File: src/rtl/hall_decoder.sv
// Hall sensor decoder: synchronizes and glitch-filters the 3-bit Hall bus,
// then validates the commutation sequence. Outputs direction, a signed step
// position, the step period and stall/fault flags.
// Optional feature: define HALL_ERR_CNT_EN to add an 8-bit saturating
// sequence-error counter output (err_cnt).
module hall_decoder #(
  parameter int unsigned FILT_CYCLES  = 8,
  parameter int unsigned PERIOD_W     = 24,
  parameter int unsigned POS_W        = 16,
  parameter int unsigned STALL_CYCLES = 1000000
) (
  input  logic                    clk,
  input  logic                    rst,
  input  logic [2:0]              hall_in,
  input  logic                    clr_pos,
  output logic [2:0]              hall_state,
  output logic                    step,
  output logic                    dir,
  output logic signed [POS_W-1:0] position,
  output logic [PERIOD_W-1:0]     period,
  output logic                    period_valid,
  output logic                    stalled,
  output logic                    hall_fault,
  output logic                    seq_err
`ifdef HALL_ERR_CNT_EN
  ,
  output logic [7:0]              err_cnt
`endif
);

  localparam int unsigned FCNT_W = $clog2(FILT_CYCLES + 1);

  typedef enum logic [1:0] {S_INIT, S_RUN, S_FAULT} state_t;

  state_t              state_q, state_d;
  logic [2:0]          sync1, sync2;
  logic [2:0]          cand;
  logic [FCNT_W-1:0]   fcnt, fcnt_n;
  logic                accept;
  logic [PERIOD_W-1:0] pcnt, pcnt_d, pcnt_inc;
  logic                have_ref, ref_d;

  logic [2:0]              hs_d;
  logic                    step_d, dir_d, pv_d, stalled_d, fault_d, serr_d;
  logic signed [POS_W-1:0] pos_d;
  logic [PERIOD_W-1:0]     per_d;

  // Forward successor in the sequence 1-3-2-6-4-5
  function automatic logic [2:0] fwd_of(input logic [2:0] c);
    case (c)
      3'd1:    fwd_of = 3'd3;
      3'd3:    fwd_of = 3'd2;
      3'd2:    fwd_of = 3'd6;
      3'd6:    fwd_of = 3'd4;
      3'd4:    fwd_of = 3'd5;
      3'd5:    fwd_of = 3'd1;
      default: fwd_of = c;
    endcase
  endfunction

  // Reverse successor (inverse of fwd_of)
  function automatic logic [2:0] rev_of(input logic [2:0] c);
    case (c)
      3'd1:    rev_of = 3'd5;
      3'd5:    rev_of = 3'd4;
      3'd4:    rev_of = 3'd6;
      3'd6:    rev_of = 3'd2;
      3'd2:    rev_of = 3'd3;
      3'd3:    rev_of = 3'd1;
      default: rev_of = c;
    endcase
  endfunction

  function automatic logic is_valid(input logic [2:0] c);
    is_valid = (c != 3'd0) && (c != 3'd7);
  endfunction

  // Two-flop synchronizer for the asynchronous Hall bus
  always_ff @(posedge clk or posedge rst) begin
    if (rst) begin
      sync1 <= 3'd0;
      sync2 <= 3'd0;
    end else begin
      sync1 <= hall_in;
      sync2 <= sync1;
    end
  end

  // Stability run length including the current sample; new code accepted on the FILT_CYCLES-th
  always_comb begin
    if (sync2 != cand)                           fcnt_n = FCNT_W'(1);
    else if (fcnt == FCNT_W'(FILT_CYCLES))       fcnt_n = fcnt;
    else                                         fcnt_n = fcnt + FCNT_W'(1);
    accept = (fcnt_n >= FCNT_W'(FILT_CYCLES)) && (sync2 != hall_state);
  end

  // Glitch filter sample/run-length registers
  always_ff @(posedge clk or posedge rst) begin
    if (rst) begin
      cand <= 3'd0;
      fcnt <= '0;
    end else begin
      cand <= sync2;
      fcnt <= fcnt_n;
    end
  end

  // Saturating increment of the period counter
  always_comb begin
    pcnt_inc = (pcnt == '1) ? pcnt : pcnt + PERIOD_W'(1);
  end

  // FSM state register
  always_ff @(posedge clk or posedge rst) begin
    if (rst) state_q <= S_INIT;
    else     state_q <= state_d;
  end

  // Next-state and next-output decode
  always_comb begin
    state_d   = state_q;
    hs_d      = hall_state;
    step_d    = 1'b0;
    dir_d     = dir;
    pos_d     = position;
    per_d     = period;
    pv_d      = period_valid;
    stalled_d = stalled;
    fault_d   = hall_fault;
    serr_d    = 1'b0;
    pcnt_d    = '0;
    ref_d     = have_ref;

    unique case (state_q)
      S_INIT, S_FAULT: begin
        // First accepted valid code only re-synchronizes; no step is counted
        if (accept) begin
          hs_d = sync2;
          if (is_valid(sync2)) begin
            state_d = S_RUN;
            fault_d = 1'b0;
            pv_d    = 1'b0;
            ref_d   = 1'b0;
          end else begin
            state_d = S_FAULT;
            fault_d = 1'b1;
          end
        end
      end
      S_RUN: begin
        pcnt_d = pcnt_inc;
        if (accept) begin
          hs_d   = sync2;
          pcnt_d = '0;
          if ((sync2 == fwd_of(hall_state)) || (sync2 == rev_of(hall_state))) begin
            step_d    = 1'b1;
            dir_d     = (sync2 == fwd_of(hall_state));
            pos_d     = dir_d ? position + POS_W'(1) : position - POS_W'(1);
            stalled_d = 1'b0;
            ref_d     = 1'b1;
            // Period only meaningful between two same-direction steps with no stall between
            if (have_ref && (dir_d == dir) && !stalled) begin
              per_d = pcnt_inc;
              pv_d  = 1'b1;
            end else begin
              pv_d  = 1'b0;
            end
          end else begin
            serr_d = 1'b1;
            pv_d   = 1'b0;
            ref_d  = 1'b0;
            if (!is_valid(sync2)) begin
              fault_d = 1'b1;
              state_d = S_FAULT;
            end
          end
        end else if (pcnt == PERIOD_W'(STALL_CYCLES - 1)) begin
          stalled_d = 1'b1;
          pv_d      = 1'b0;
        end
      end
      default: state_d = S_INIT;
    endcase

    // Clear wins over a coincident step
    if (clr_pos) pos_d = '0;
  end

  // Registered outputs and period bookkeeping
  always_ff @(posedge clk or posedge rst) begin
    if (rst) begin
      hall_state   <= 3'd0;
      step         <= 1'b0;
      dir          <= 1'b1;
      position     <= '0;
      period       <= '0;
      period_valid <= 1'b0;
      stalled      <= 1'b0;
      hall_fault   <= 1'b0;
      seq_err      <= 1'b0;
      pcnt         <= '0;
      have_ref     <= 1'b0;
    end else begin
      hall_state   <= hs_d;
      step         <= step_d;
      dir          <= dir_d;
      position     <= pos_d;
      period       <= per_d;
      period_valid <= pv_d;
      stalled      <= stalled_d;
      hall_fault   <= fault_d;
      seq_err      <= serr_d;
      pcnt         <= pcnt_d;
      have_ref     <= ref_d;
    end
  end

`ifdef HALL_ERR_CNT_EN
  // Saturating sequence-error counter; clear wins over a coincident error
  always_ff @(posedge clk or posedge rst) begin
    if (rst)                               err_cnt <= 8'd0;
    else if (clr_pos)                      err_cnt <= 8'd0;
    else if (serr_d && (err_cnt != 8'hFF)) err_cnt <= err_cnt + 8'd1;
  end
`endif

endmodule

File: config.mk
export PLATFORM = sky130hd
export DESIGN_NAME = hall_decoder
export DESIGN_NICKNAME = d
export VERILOG_FILES = /design/src/rtl/hall_decoder.sv
export SDC_FILE = /design/constraint.sdc
export NUM_CORES = 1
export LEC_CHECK = 0
export CORE_MARGIN = 3
export CORE_UTILIZATION = 61
export CTS_CLUSTER_DIAMETER = 120
export DETAILED_ROUTE_END_ITERATION = 16
export PLACE_DENSITY_LB_ADDON = 0.15
export SETUP_SLACK_MARGIN = 0.05
export SYNTH_ARGS = -nofsm -noshare
export SYNTH_HDL_FRONTEND = slang
export SYNTH_SLANG_ARGS = --single-unit
File: constraint.sdc
create_clock -name clk -period 10 [get_ports clk]
set_input_delay 3 -clock clk [delete_from_list [all_inputs] [get_ports clk]]
set_output_delay 3 -clock clk [all_outputs]
set_load 0.02 [all_outputs]
After elaboration in Yosys (flattened, before gate mapping)
Cells that the tools add are included.
{ "word_totals": {"inputBits": 6, "reg_bits": 89, "output_inout_bits": 49} }
{ "op_classes": {"n_reduce_logical": 24, "n_addsub": 4, "n_eq_ne": 25, "n_mux": 49, "n_lt_le_gt_ge": 1} }
{ "op_table": {"columns": ["cell", "count"], "rows": [
  ["$mux W16", 5],
  ["$mux W24", 3],
  ["$pmux W3 S6", 2],
  ["$add A24 B1 Y24 const B", 1],
  ["$eq A24 B20 Y1 const B", 1],
  ["$eq A24 B24 Y1 const B", 1],
  ["$mux W1", 21],
  ["$mux W3", 7],
  ["$add A16 B2 Y16 const B", 1],
  ["$reduce_and A4 Y1", 4],
  ["$sub A16 B2 Y16 const B", 1],
  ["$mux W2", 5],
  ["$ne A2 B2 Y1 const B", 5],
  ["$reduce_bool A2 Y1", 5],
  ["$eq A3 B3 Y1", 3],
  ["$eq A3 B3 Y1 const B", 3],
  ["$reduce_and A3 Y1", 3],
  ["$mux W4", 2],
  ["$eq A3 B2 Y1 const B", 2],
  ["$ne A3 B3 Y1", 2],
  ["$ne A3 B3 Y1 const B", 2],
  ["$pmux W1 S2", 3],
  ["$reduce_and A5 Y1", 1],
  ["$add A4 B1 Y4 const B", 1],
  ["other kinds (16)", 19]
]} }

Logic depth before layout (Yosys ltp)
Gate-level depths: netlist of the first run.
{ "logic_depth": {"depth_word": 20, "ltp_mapped": 11, "ltp_nobuf": 10} }

Worst setup path before layout of the first run
Ideal clock, no wire load.
{ "synth_path": {"path_kind": "flip-flop to flip-flop", "start": "register hall_state[2]", "end": "register position[12]", "t_arrival_ns": 3.599, "period_less_slack_ns": 3.726, "path_slack_ns": 6.274, "required_time_ns": 9.874, "path_stages_with_launch": 12, "path_cell_list": "dfrtp_1 -> buf_2 -> nor4bb_1 -> o21a_1 -> nor2_1 -> ha_1 -> a211o_1 -> o22a_1 -> a211oi_1 -> o21ai_0 -> and4_1 -> a311o_1"} }
{ "synth_between": {"elab_chain_len": 11, "word_cells_on_any_way": 29} }
{ "synth_rtl": {"columns": ["element", "line_no", "text"], "rows": [
  ["start: declaration", "16", "output logic [2:0] hall_state,"],
  ["start signal: assignment", "204", "hall_state <= hs_d;"],
  ["$eq A3 B3 Y1, or another cell as far along", "50, 63", null],
  ["$pmux W3 S6", "50", "case (c)"],
  ["$mux W3", "155", "if ((sync2 == fwd_of(hall_state)) || (sync2 == rev_of(hall_state))) begin"],
  ["$mux W3", "152", "if (accept) begin"],
  ["$mux W3", "134", "unique case (state_q)"],
  ["$eq A3 B3 Y1", "157", "dir_d = (sync2 == fwd_of(hall_state));"],
  ["$mux W16", "158", "pos_d = dir_d ? position + POS_W'(1) : position - POS_W'(1);"],
  ["$mux W16", "155", null],
  ["$mux W16", "152", null],
  ["$mux W16", "134", null],
  ["$mux W16", "186", "if (clr_pos) pos_d = '0;"],
  ["end signal: assignment", "207", "position <= pos_d;"],
  ["end: declaration", "19", "output logic signed [POS_W-1:0] position,"]
]} }
Several ways; a longest one is shown, not always the timed one. The select of a mux whose other input is x is not followed.
A chain may end at the register's enable or synchronous reset.

Worst setup path in the final report of the first run
{ "layout_path": {"start": "register hall_state[2]", "end": "output port hall_state[2]"} }
No word-level cell between the ends.

==> flow_metrics.env, run 1 <==
export IMPL_ir_drop_v=0.0000815
export IMPL_p_sw_mw=0.159
export IMPL_setup_ws_ns=5.42
export IMPL_cts_sinks=89
export IMPL_cts_setup_buffers=0
export IMPL_worstPathCellList="clkdlybuf4s50_1"
export IMPL_hold_viol_final=0
export IMPL_fin_crit_sh_pct=45.8
export IMPL_clockRootBuffer="clkbuf_8"
export IMPL_cp_data_required_time_ns=7.00
export IMPL_slew_headroom_pct=26.7
export IMPL_cts_hold_fix_buffers=0
export IMPL_start_util_pct=64.2
export IMPL_viasPerCell=6.01
export IMPL_hold_path_class="flip-flop to flip-flop"
export IMPL_io_pins=55
export IMPL_met3_length_um=421
export IMPL_start_kind="flip-flop"
export IMPL_pwr_share_comb_pct=5.2
export IMPL_cts_buffers=9
export IMPL_drive_gt1_share_pct=6.73
export IMPL_cts_buffer_depth=2
export IMPL_drcViolationCount=0
export IMPL_fin_nets=571
export IMPL_drtIter0Drc=279
export IMPL_highest_layer="met4"
export IMPL_grt_pass1_vias=3799
export IMPL_grt_use_total_pct=24.6
export IMPL_fin_tns_setup_ns=0
export IMPL_clock_power_share_pct=38.6
export IMPL_crit_fanout=12
export IMPL_period_needed_ns=4.58
export IMPL_fin_skew_ns=0.00688
export IMPL_yosys_warnings=0
export IMPL_p_per_area_mw_per_mm2=117
export IMPL_crit_family="buffers and inverters"
export IMPL_area_delta_synth_final_pct=16.4
export IMPL_drt_first_pass_iters=5
export IMPL_ys_seq_area_share_pct=46.6
export IMPL_routed_wl_mm=10.3
export IMPL_cts_resized=0
export IMPL_critPathBufInv=1
export IMPL_detail_route_wl_per_cell_um=15.8
export IMPL_final_max_slew_viol_count=0
export IMPL_status="completed"
export IMPL_swShare_pct=24.4
export IMPL_fin_total_pwr_mw=0.652
export IMPL_gp_congestion=0.886
export IMPL_final_util_pct=74.7
export IMPL_seqPwrFrac_pct=56.2
export IMPL_die_h_um=94.5
export IMPL_dp_cells=633
export IMPL_p_leak_nw=2.32
export IMPL_power_internal_mw=0.493
export IMPL_grt_max_degree=76
export IMPL_slowest_stage="clkdlybuf4s50_1"
export IMPL_grt_setup_unrepaired="false"
export IMPL_clk_pin_slew_ns=0.09
export IMPL_critPathCaptureType="output port"
export IMPL_layout_cells_non_filler=649
export IMPL_cpPeakStageDelay_ns=0.67
export IMPL_cts_tree="yes"
export IMPL_ys_seq_elements=89
export IMPL_drv_cap=0
export IMPL_max_freq_ghz=0.218
export IMPL_n_fill_cell=551
export IMPL_port_buffers=54
export IMPL_worst_slew_pin_transition_ns=1.10
export IMPL_dieArea_mm2=0.00894
export IMPL_antenna_found_initial=0
export IMPL_synth_cell_types=66
export IMPL_via_count=3900
export IMPL_ant_nets=0
export IMPL_syn_area_per_cell_um2=9.62
export IMPL_overflow=0
export IMPL_synthArstFlopShare_pct=100
export IMPL_clk_latency_ns=0.36
export IMPL_arrival_ns=1.58
export IMPL_syn_nets=523
export IMPL_core_mm2=0.00745
export IMPL_grt_first_pass_wirelength_mm=17.5
export IMPL_dpl_worst_slack_ns=5.27
export IMPL_synthCells=497
export IMPL_synth_ff_type="dfrtp_1"
export IMPL_h_tree_depth=3
export IMPL_fp_dieW_um=94.5
export IMPL_worstSetupPathType="flip-flop to output port"
export IMPL_rows=31
export IMPL_wl_met2_mm=4.96
export IMPL_met1_length_mm=4.68
export IMPL_syn_area_mm2=0.00478
export IMPL_dp_hpwl_mm=7.08
export IMPL_synth_edf_count=0
export IMPL_setup_viol=0
export IMPL_n_antenna_cell=0
## cells in the mapped netlist, types with 5 or more instances
cell type | instances | area, um2
a211oi_1 | 8 | 60.1
a21oi_1 | 21 | 105
and3_1 | 6 | 37.5
buf_2 | 6 | 30.0
buf_4 | 5 | 37.5
clkbuf_1 | 6 | 22.5
dfrtp_1 | 88 | 2200
ha_1 | 19 | 238
inv_1 | 13 | 48.8
nand2_1 | 59 | 221
nand2b_1 | 6 | 37.5
nand3_1 | 21 | 105
nand4_1 | 10 | 62.6
nor2_1 | 47 | 176
nor2b_1 | 5 | 31.3
nor3_1 | 10 | 50.1
nor4_1 | 11 | 68.8
o21a_1 | 5 | 37.5
o21ai_0 | 23 | 115
o21ai_1 | 18 | 90.1
xnor2_1 | 24 | 210
xor2_1 | 12 | 105
## metrics by stage
stage / hold WS [ns] / cell area [um2]
2_1_floorplan: 0.331 / 4780
4_1_cts: 0.358 / 5560
6_report: 0.354 / 5560
5_1_grt: 0.373 / 5560
3_5_place_dp: 0.336 / 5360
3_3_place_gp: 0.333 / 5360
## cell type report
type	instances	area (um2)	share of cell area [%]
Multi-Input combinational cell	375	2400	43.1
Clock buffer	9	124	2.23
Clock inverter	7	78.8	1.42
Timing Repair Buffer	56	556	9.98
Sequential cell	89	2230	40.0
Tap cell	99	124	2.23
Inverter	14	56.3	1.01
## layout by cell type (no fill, tap or decap), types with 6 or more instances in the layout
cell,n
nand3_1,21
nand2b_1,6
and3_1,6
o21ai_1,18
a21oi_1,21
a211oi_1,8
nor3_1,10
nor2_1,47
inv_1,12
ha_1,19
o21ai_0,23
clkdlybuf4s50_1,54
xnor2_1,24
clkbuf_8,9
nor4_1,11
xor2_1,12
nand2_1,59
nand4_1,10
dfrtp_1,88
## kinds of logic after synthesis
family | Yosys count | synth area share (%)
DFF | 89 | 46.6
and+or+nand+nor | 202 | 21.3
AOI/OAI and AO/OA | 108 | 14.5
buffers and inverters | 33 | 3.51
adders and majority gates | 20 | 5.39
muxes | 9 | 2.09
xor gates and xnor gates | 36 | 6.59
## power groups by stage
stage          Combinational (mW)  Sequential [mW]  Clock, mW
6_report                   0.0339            0.367      0.252
5_1_grt                    0.0385            0.367      0.271
4_1_cts                    0.0342            0.367      0.258
3_5_place_dp               0.0341            0.374          0
3_3_place_gp               0.0326            0.373          0
2_1_floorplan              0.0271            0.372          0
## routing by layer
layer	vias up	track usage (%)
li1	1867	-
met1	1897	34.4
met2	117	39.7
met3	19	3.03
met4	0	9.01
met5	-	0
## state kept, by name, indices dropped and copies added, names as in the netlist, 2 cells and up
register	flops
fcnt	4
period	24
position	16
pcnt	24
cand	3
hall_state	3
state_q	2
sync2	3
sync1	3
## final timing paths
check | startpoint | to | slack [ns] | cells past startpoint
max in group asynchronous | rst | seq_err | 5.92 | 3
worst max-delay path | hall_state[2] | hall_state[2] | 5.42 | 1
worst min-delay path | sync1[1] | sync2[1] | 0.35 | 0
worst max register to register | sync2[0] | position[15] | 6.18 | 11
worst min register to register | sync1[1] | sync2[1] | 0.35 | 0
min in group asynchronous | rst | step | 2.88 | 2
Note: power is estimated with default switching activity, not from simulation.
==> inputs of run 2 (changes only) <==
--- a/config.mk
+++ b/config.mk
@@ -6,7 +6,7 @@
 export NUM_CORES = 1
 export LEC_CHECK = 0
 export CORE_MARGIN = 3
-export CORE_UTILIZATION = 61
+export CORE_UTILIZATION = 51
 export CTS_CLUSTER_DIAMETER = 120
 export DETAILED_ROUTE_END_ITERATION = 16
 export PLACE_DENSITY_LB_ADDON = 0.15
==> constraint.sdc (replaced) <==
create_clock -name clk -period 3.95 [get_ports clk]
set_input_delay 1.185 -clock clk [delete_from_list [all_inputs] [get_ports clk]]
set_output_delay 1.185 -clock clk [all_outputs]
set_load 0.02 [all_outputs]
==> run 2 against run 1 <==
Global-route usage is 4.0 points lower. Sequential share of layout area fell by 0.37 points. Count of clock-buffer cells in the layout grew 2. Hold slack improved by 0.014 ns. First-iteration DRC count decreased by 49%. Clock skew is 0.0011 ns higher. Power rose to 2.6 times the previous value. Clock power rose to 2.6 times the previous value. Final cell count is 1.7% higher. Critical path type is now flip-flop to flip-flop.
==> flow_metrics.env, run 2 (same netlist as run 1, synthesis figures left out) <==
export IMPL_status="completed"
export IMPL_detail_route_wl_per_cell_um=15.3
export IMPL_dp_hpwl_mm=7.20
export IMPL_drcViolationCount=0
export IMPL_fin_nets=573
export IMPL_core_mm2=0.00893
export IMPL_critPathCaptureType="flip-flop"
export IMPL_final_max_slew_viol_count=0
export IMPL_layout_common_cells="dfrtp_1, nand2_1, clkdlybuf4s50_1, nor2_1, xnor2_1"
export IMPL_fp_dieW_um=103
export IMPL_h_tree_depth=3
export IMPL_grt_setup_unrepaired="false"
export IMPL_start_kind="flip-flop"
export IMPL_cts_sinks=89
export IMPL_ant_nets=0
export IMPL_placedInstanceArea_mm2=0.00540
export IMPL_critPathBufInv=2
export IMPL_p_leak_nw=2.34
export IMPL_cp_data_required_time_ns=4.20
export IMPL_n_fill_cell=762
export IMPL_io_pins=55
export IMPL_worst_slew_pin_transition_ns=1.07
export IMPL_clock_power_share_pct=39.6
export IMPL_fin_total_pwr_mw=1.68
export IMPL_die_h_um=103
export IMPL_routed_wl_mm=10.1
export IMPL_p_sw_mw=0.401
export IMPL_slowest_stage="dfrtp_1"
export IMPL_via_count=3722
export IMPL_crit_family="simple AND/OR/NAND/NOR gates"
export IMPL_period_needed_ns=3.63
export IMPL_worstPathCellList="or3_1, a22oi_2, nor2_2, buf_4, buf_4, ha_1, nand3_1, or3_4, a311o_1, a31oi_1, mux2_1"
export IMPL_worstSetupPathType="flip-flop to flip-flop"
export IMPL_drtIter0Drc=142
export IMPL_power_internal_mw=1.28
export IMPL_grt_pass1_vias=3703
export IMPL_seqPwrFrac_pct=55.1
export IMPL_grt_max_degree=52
export IMPL_hold_path_class="flip-flop to flip-flop"
export IMPL_slew_headroom_pct=28.3
export IMPL_n_antenna_cell=0
export IMPL_area_delta_synth_final_pct=17.4
export IMPL_hold_viol_final=0
export IMPL_largestRegisters="pcnt x24, period x24, position x16"
export IMPL_gp_congestion=0.884
export IMPL_cts_buffers=9
export IMPL_drt_first_pass_iters=4
export IMPL_path_common_cell="buf_4"
export IMPL_antenna_found_initial=0
export IMPL_fin_tns_setup_ns=0
export IMPL_overflow=0
export IMPL_final_util_pct=62.9
export IMPL_fin_crit_sh_pct=92.0
export IMPL_dp_cells=644
export IMPL_layout_commonest_cell="dfrtp_1"
export IMPL_swShare_pct=23.9
export IMPL_clockRootBuffer="clkbuf_8"
export IMPL_drive_gt1_share_pct=7.25
export IMPL_clk_latency_ns=0.36
export IMPL_fin_area_mm2=0.00562
export IMPL_setup_viol=0
export IMPL_cpPeakStageDelay_ns=0.53
export IMPL_cts_tree="yes"
export IMPL_layout_cells_non_filler=660
export IMPL_p_per_area_mw_per_mm2=300
export IMPL_dieArea_mm2=0.0106
export IMPL_fin_skew_ns=0.00801
export IMPL_grt_use_total_pct=20.6
export IMPL_crit_fanout=14
export IMPL_clk_pin_slew_ns=0.09
export IMPL_max_freq_ghz=0.275
export IMPL_grt_first_pass_wirelength_mm=17.3
export IMPL_start_util_pct=53.5
export IMPL_pwr_share_comb_pct=5.3
export IMPL_port_buffers=54
export IMPL_drv_cap=0
export IMPL_rows=34
export IMPL_arrival_ns=3.88
export IMPL_cts_buffer_depth=2
export IMPL_ir_drop_v=0.000203
export IMPL_viasPerCell=5.64
## run 2: stage by stage
stage / worst slack, ns / hold slack [ns]
2_1_floorplan: 0.224 / 0.331
3_3_place_gp: 0.345 / 0.357
3_5_place_dp: 0.231 / 0.352
4_1_cts: 0.226 / 0.374
5_1_grt: 0.102 / 0.379
6_report: 0.317 / 0.368
## run 2: path summary, 6_finish.rpt
kind | start | end | slack, ns | cells past startpoint
max | sync2[0] | position[15] | 0.32 | 11
max in group asynchronous | rst | dir | 1.99 | 3
min | sync1[2] | sync2[2] | 0.37 | 0
min reg2reg | sync1[2] | sync2[2] | 0.37 | 0
max reg2reg | sync2[0] | position[15] | 0.32 | 11
min in group asynchronous | rst | position[7] | 1.22 | 2
## run 2: power by group through the flow
| stage | clock, mW | combinational, mW | sequential, mW |
|---|---|---|---|
| 2_1_floorplan | 0 | 0.0685 | 0.941 |
| 3_3_place_gp | 0 | 0.0889 | 0.944 |
| 3_5_place_dp | 0 | 0.0906 | 0.945 |
| 4_1_cts | 0.683 | 0.0912 | 0.927 |
| 5_1_grt | 0.720 | 0.102 | 0.929 |
| 6_report | 0.666 | 0.0893 | 0.927 |
## run 2: repair_timing
action                     CTS  global route
setup buffers                0             0
hold buffers                 0             0
gates resized for setup      0             1
setup endpoints to repair    0             2
## run 2: area by class of cell
class                           instances  area (um2)  area share, %
Timing Repair Buffer                   58         583           10.4
Tap cell                              108         135           2.41
Clock buffer                           11         151           2.70
Sequential cell                        89        2230           39.7
Inverter                               14        56.3           1.00
Clock inverter                          5        61.3           1.09
Multi-Input combinational cell        375        2400           42.7
## run 2: routing by layer
metal	global-route usage (%)	vias up	wire, um	part of all wire [%]
li1	-	1869	-	-
met1	27.6	1777	4840	48
met2	33.6	63	4810	47
met3	4.60	13	362	3.6
met4	5.98	0	116	1.1
met5	0	-	0	0
==> inputs of run 3 (changes only) <==
--- a/config.mk
+++ b/config.mk
@@ -6,11 +6,13 @@
 export NUM_CORES = 1
 export LEC_CHECK = 0
 export CORE_MARGIN = 3
-export CORE_UTILIZATION = 51
+export CORE_UTILIZATION = 56
 export CTS_CLUSTER_DIAMETER = 120
 export DETAILED_ROUTE_END_ITERATION = 16
+export MAX_ROUTING_LAYER = met4
 export PLACE_DENSITY_LB_ADDON = 0.15
 export SETUP_SLACK_MARGIN = 0.05
+export SLEW_MARGIN = 0
 export SYNTH_ARGS = -nofsm -noshare
 export SYNTH_HDL_FRONTEND = slang
 export SYNTH_SLANG_ARGS = --single-unit
==> constraint.sdc (replaced) <==
create_clock -name clk -period 4.09 [get_ports clk]
set_input_delay 1.227 -clock clk [delete_from_list [all_inputs] [get_ports clk]]
set_output_delay 1.227 -clock clk [all_outputs]
set_load 0.02 [all_outputs]
==> run 3 against run 2 <==
Hold slack lost 0.00094 ns. Critical path depth did not move. Combinational power down 4.9%. Die area down 8.4%. Sequential share of layout area grew 0.17 points. Clock skew increased by 0.0056 ns. Maximum frequency down 1.3%. Clock power shrank 9.8%. Final cell count down 0.30%. Design area down 0.42%. Count of clock-buffer cells in the layout shrank 2. Sequential power shrank 3.2%. Critical path type unchanged. Largest power group unchanged. Highest routed layer unchanged.
==> flow_metrics.env, run 3 (same netlist as run 1, synthesis figures left out) <==
export IMPL_holdCritStartpoint="sync1[0]"
export IMPL_start_kind="flip-flop"
export IMPL_dieArea_mm2=0.00968
export IMPL_fin_skew_ns=0.0136
export IMPL_fin_crit_sh_pct=90.0
export IMPL_port_buffers=54
export IMPL_via_count=3868
export IMPL_drt_first_pass_iters=7
export IMPL_start_util_pct=57.9
export IMPL_cts_sinks=89
export IMPL_cts_tree="yes"
export IMPL_routed_wl_mm=10.5
export IMPL_hold_viol_final=0
export IMPL_fin_tns_setup_ns=0
export IMPL_critPathCaptureType="flip-flop"
export IMPL_grt_pass1_vias=3883
export IMPL_antenna_found_initial=0
export IMPL_layout_common_cells="dfrtp_1, nand2_1, clkdlybuf4s50_1, nor2_1, xnor2_1"
export IMPL_grt_use_total_pct=23.3
export IMPL_n_antenna_cell=0
export IMPL_drcViolationCount=0
export IMPL_worstReg2RegEnd="position[14]"
export IMPL_overflow=0
export IMPL_final_max_slew_viol_count=0
export IMPL_ant_nets=0
export IMPL_status="completed"
export IMPL_slowest_stage="dfrtp_1"
export IMPL_cts_buffer_depth=2
export IMPL_worstPathCellList="or3_1, a22oi_2, nor2_2, buf_4, ha_1, o21a_1, o22a_1, a211oi_1, o21ai_0, a2111oi_0, a311o_1"
export IMPL_io_pins=55
export IMPL_core_mm2=0.00826
export IMPL_cts_buffers=9
export IMPL_ir_drop_v=0.000202
export IMPL_cpPeakStageDelay_ns=0.53
export IMPL_slew_headroom_pct=30.3
export IMPL_multi_input_area_mm2=0.00240
export IMPL_drv_cap=0
export IMPL_fin_nets=574
export IMPL_clk_pin_slew_ns=0.10
export IMPL_detail_route_wl_per_cell_um=16.0
export IMPL_drtIter0Drc=199
export IMPL_h_tree_depth=3
export IMPL_r2r_start="sync2[0]"
export IMPL_p_leak_nw=2.33
export IMPL_drive_gt1_share_pct=7.41
export IMPL_largestRegisters="pcnt x24, period x24, position x16"
export IMPL_grt_max_degree=62
export IMPL_placedInstanceArea_mm2=0.00539
export IMPL_worst_slew_pin_transition_ns=1.05
export IMPL_setup_viol=0
export IMPL_seqCellArea_mm2=0.00223
export IMPL_reg2reg_depth=11
export IMPL_worstSetupPathType="flip-flop to flip-flop"
export IMPL_gp_congestion=0.863
export IMPL_viasPerCell=5.88
export IMPL_clockRootBuffer="clkbuf_8"
export IMPL_grt_setup_unrepaired="false"
export IMPL_fin_area_mm2=0.00559
export IMPL_cp_data_required_time_ns=4.39
export IMPL_grt_first_pass_wirelength_mm=18.0
export IMPL_max_freq_ghz=0.272
export IMPL_crit_fanout=14
export IMPL_fp_dieW_um=98.4
export IMPL_hold_end="sync2[0]"
export IMPL_startpoint="sync2[0]"
export IMPL_final_util_pct=67.7
export IMPL_dp_hpwl_mm=7.50
export IMPL_holdPathStages=0
export IMPL_area_delta_synth_final_pct=16.9
export IMPL_r2r_slack_ns=0.41
export IMPL_clk_latency_ns=0.37
export IMPL_arrival_ns=3.99
export IMPL_die_h_um=98.4
export IMPL_period_needed_ns=3.68
export IMPL_p_per_area_mw_per_mm2=283
export IMPL_n_fill_cell=683
export IMPL_rows=33
export IMPL_hold_path_class="flip-flop to flip-flop"
export IMPL_layout_commonest_cell="dfrtp_1"
## run 3: worst max-delay path: cells and delay by family (launching register included)
| family | cells | cell delay, ns |
|---|---|---|
| fa+ha+maj | 1 | 0.35 |
| simple gates | 2 | 0.64 |
| flops | 1 | 0.53 |
| buf+inv | 1 | 0.19 |
| compound gates | 7 | 1.91 |
## run 3: layout make-up
cell class / instances / share of cell area, %
well taps: 105 / 2.35
clock inverters: 7 / 1.32
clock buffers: 9 / 2.22
inverters: 14 / 1.01
repair buffers: 59 / 10.3
flip-flops and latches: 89 / 39.9
multi-input cells: 375 / 42.9
## run 3: timing repair
action / CTS / global route
resized for setup: 0 / 1
hold buffers: 0 / 0
setup buffers: 0 / 0
endpoints found under the setup margin: 0 / 1
## run 3: worst max path at each step
stage,slack (ns),endpoint
3_5_place_dp,0.37,position[15]
3_3_place_gp,0.45,position[15]
6_report,0.41,position[14]
4_1_cts,0.36,position[15]
2_1_floorplan,0.36,position[12]
5_1_grt,0.19,position[14]
## run 3: routing by layer
metal  GRT usage [%]  vias to the layer above  share of wire, %
met4            6.20                        0               1.3
li1                -                     1869                 -
met5               -                        -                 0
met2            38.8                      119                49
met1            29.7                     1865                44
met3            4.10                       15               5.0
## run 3: through the flow
stage / power, mW / setup slack [ns] / std cells / hold WS, ns
floorplan: 0.975 / 0.364 / 497 / 0.331
finish: 1.58 / 0.408 / 658 / 0.367
global route: 1.65 / 0.187 / 658 / 0.374
global placement: 0.997 / 0.446 / 642 / 0.344
CTS: 1.60 / 0.364 / 658 / 0.369
detailed placement: 1.00 / 0.373 / 642 / 0.346
## run 3: report_power, final
part	leakage, nW	internal [mW]	total [mW]	switching [mW]
registers	1.21	0.886	0.897	0.0102
logic	1.03	0.0315	0.0849	0.0533
clock network	0.0942	0.240	0.601	0.361
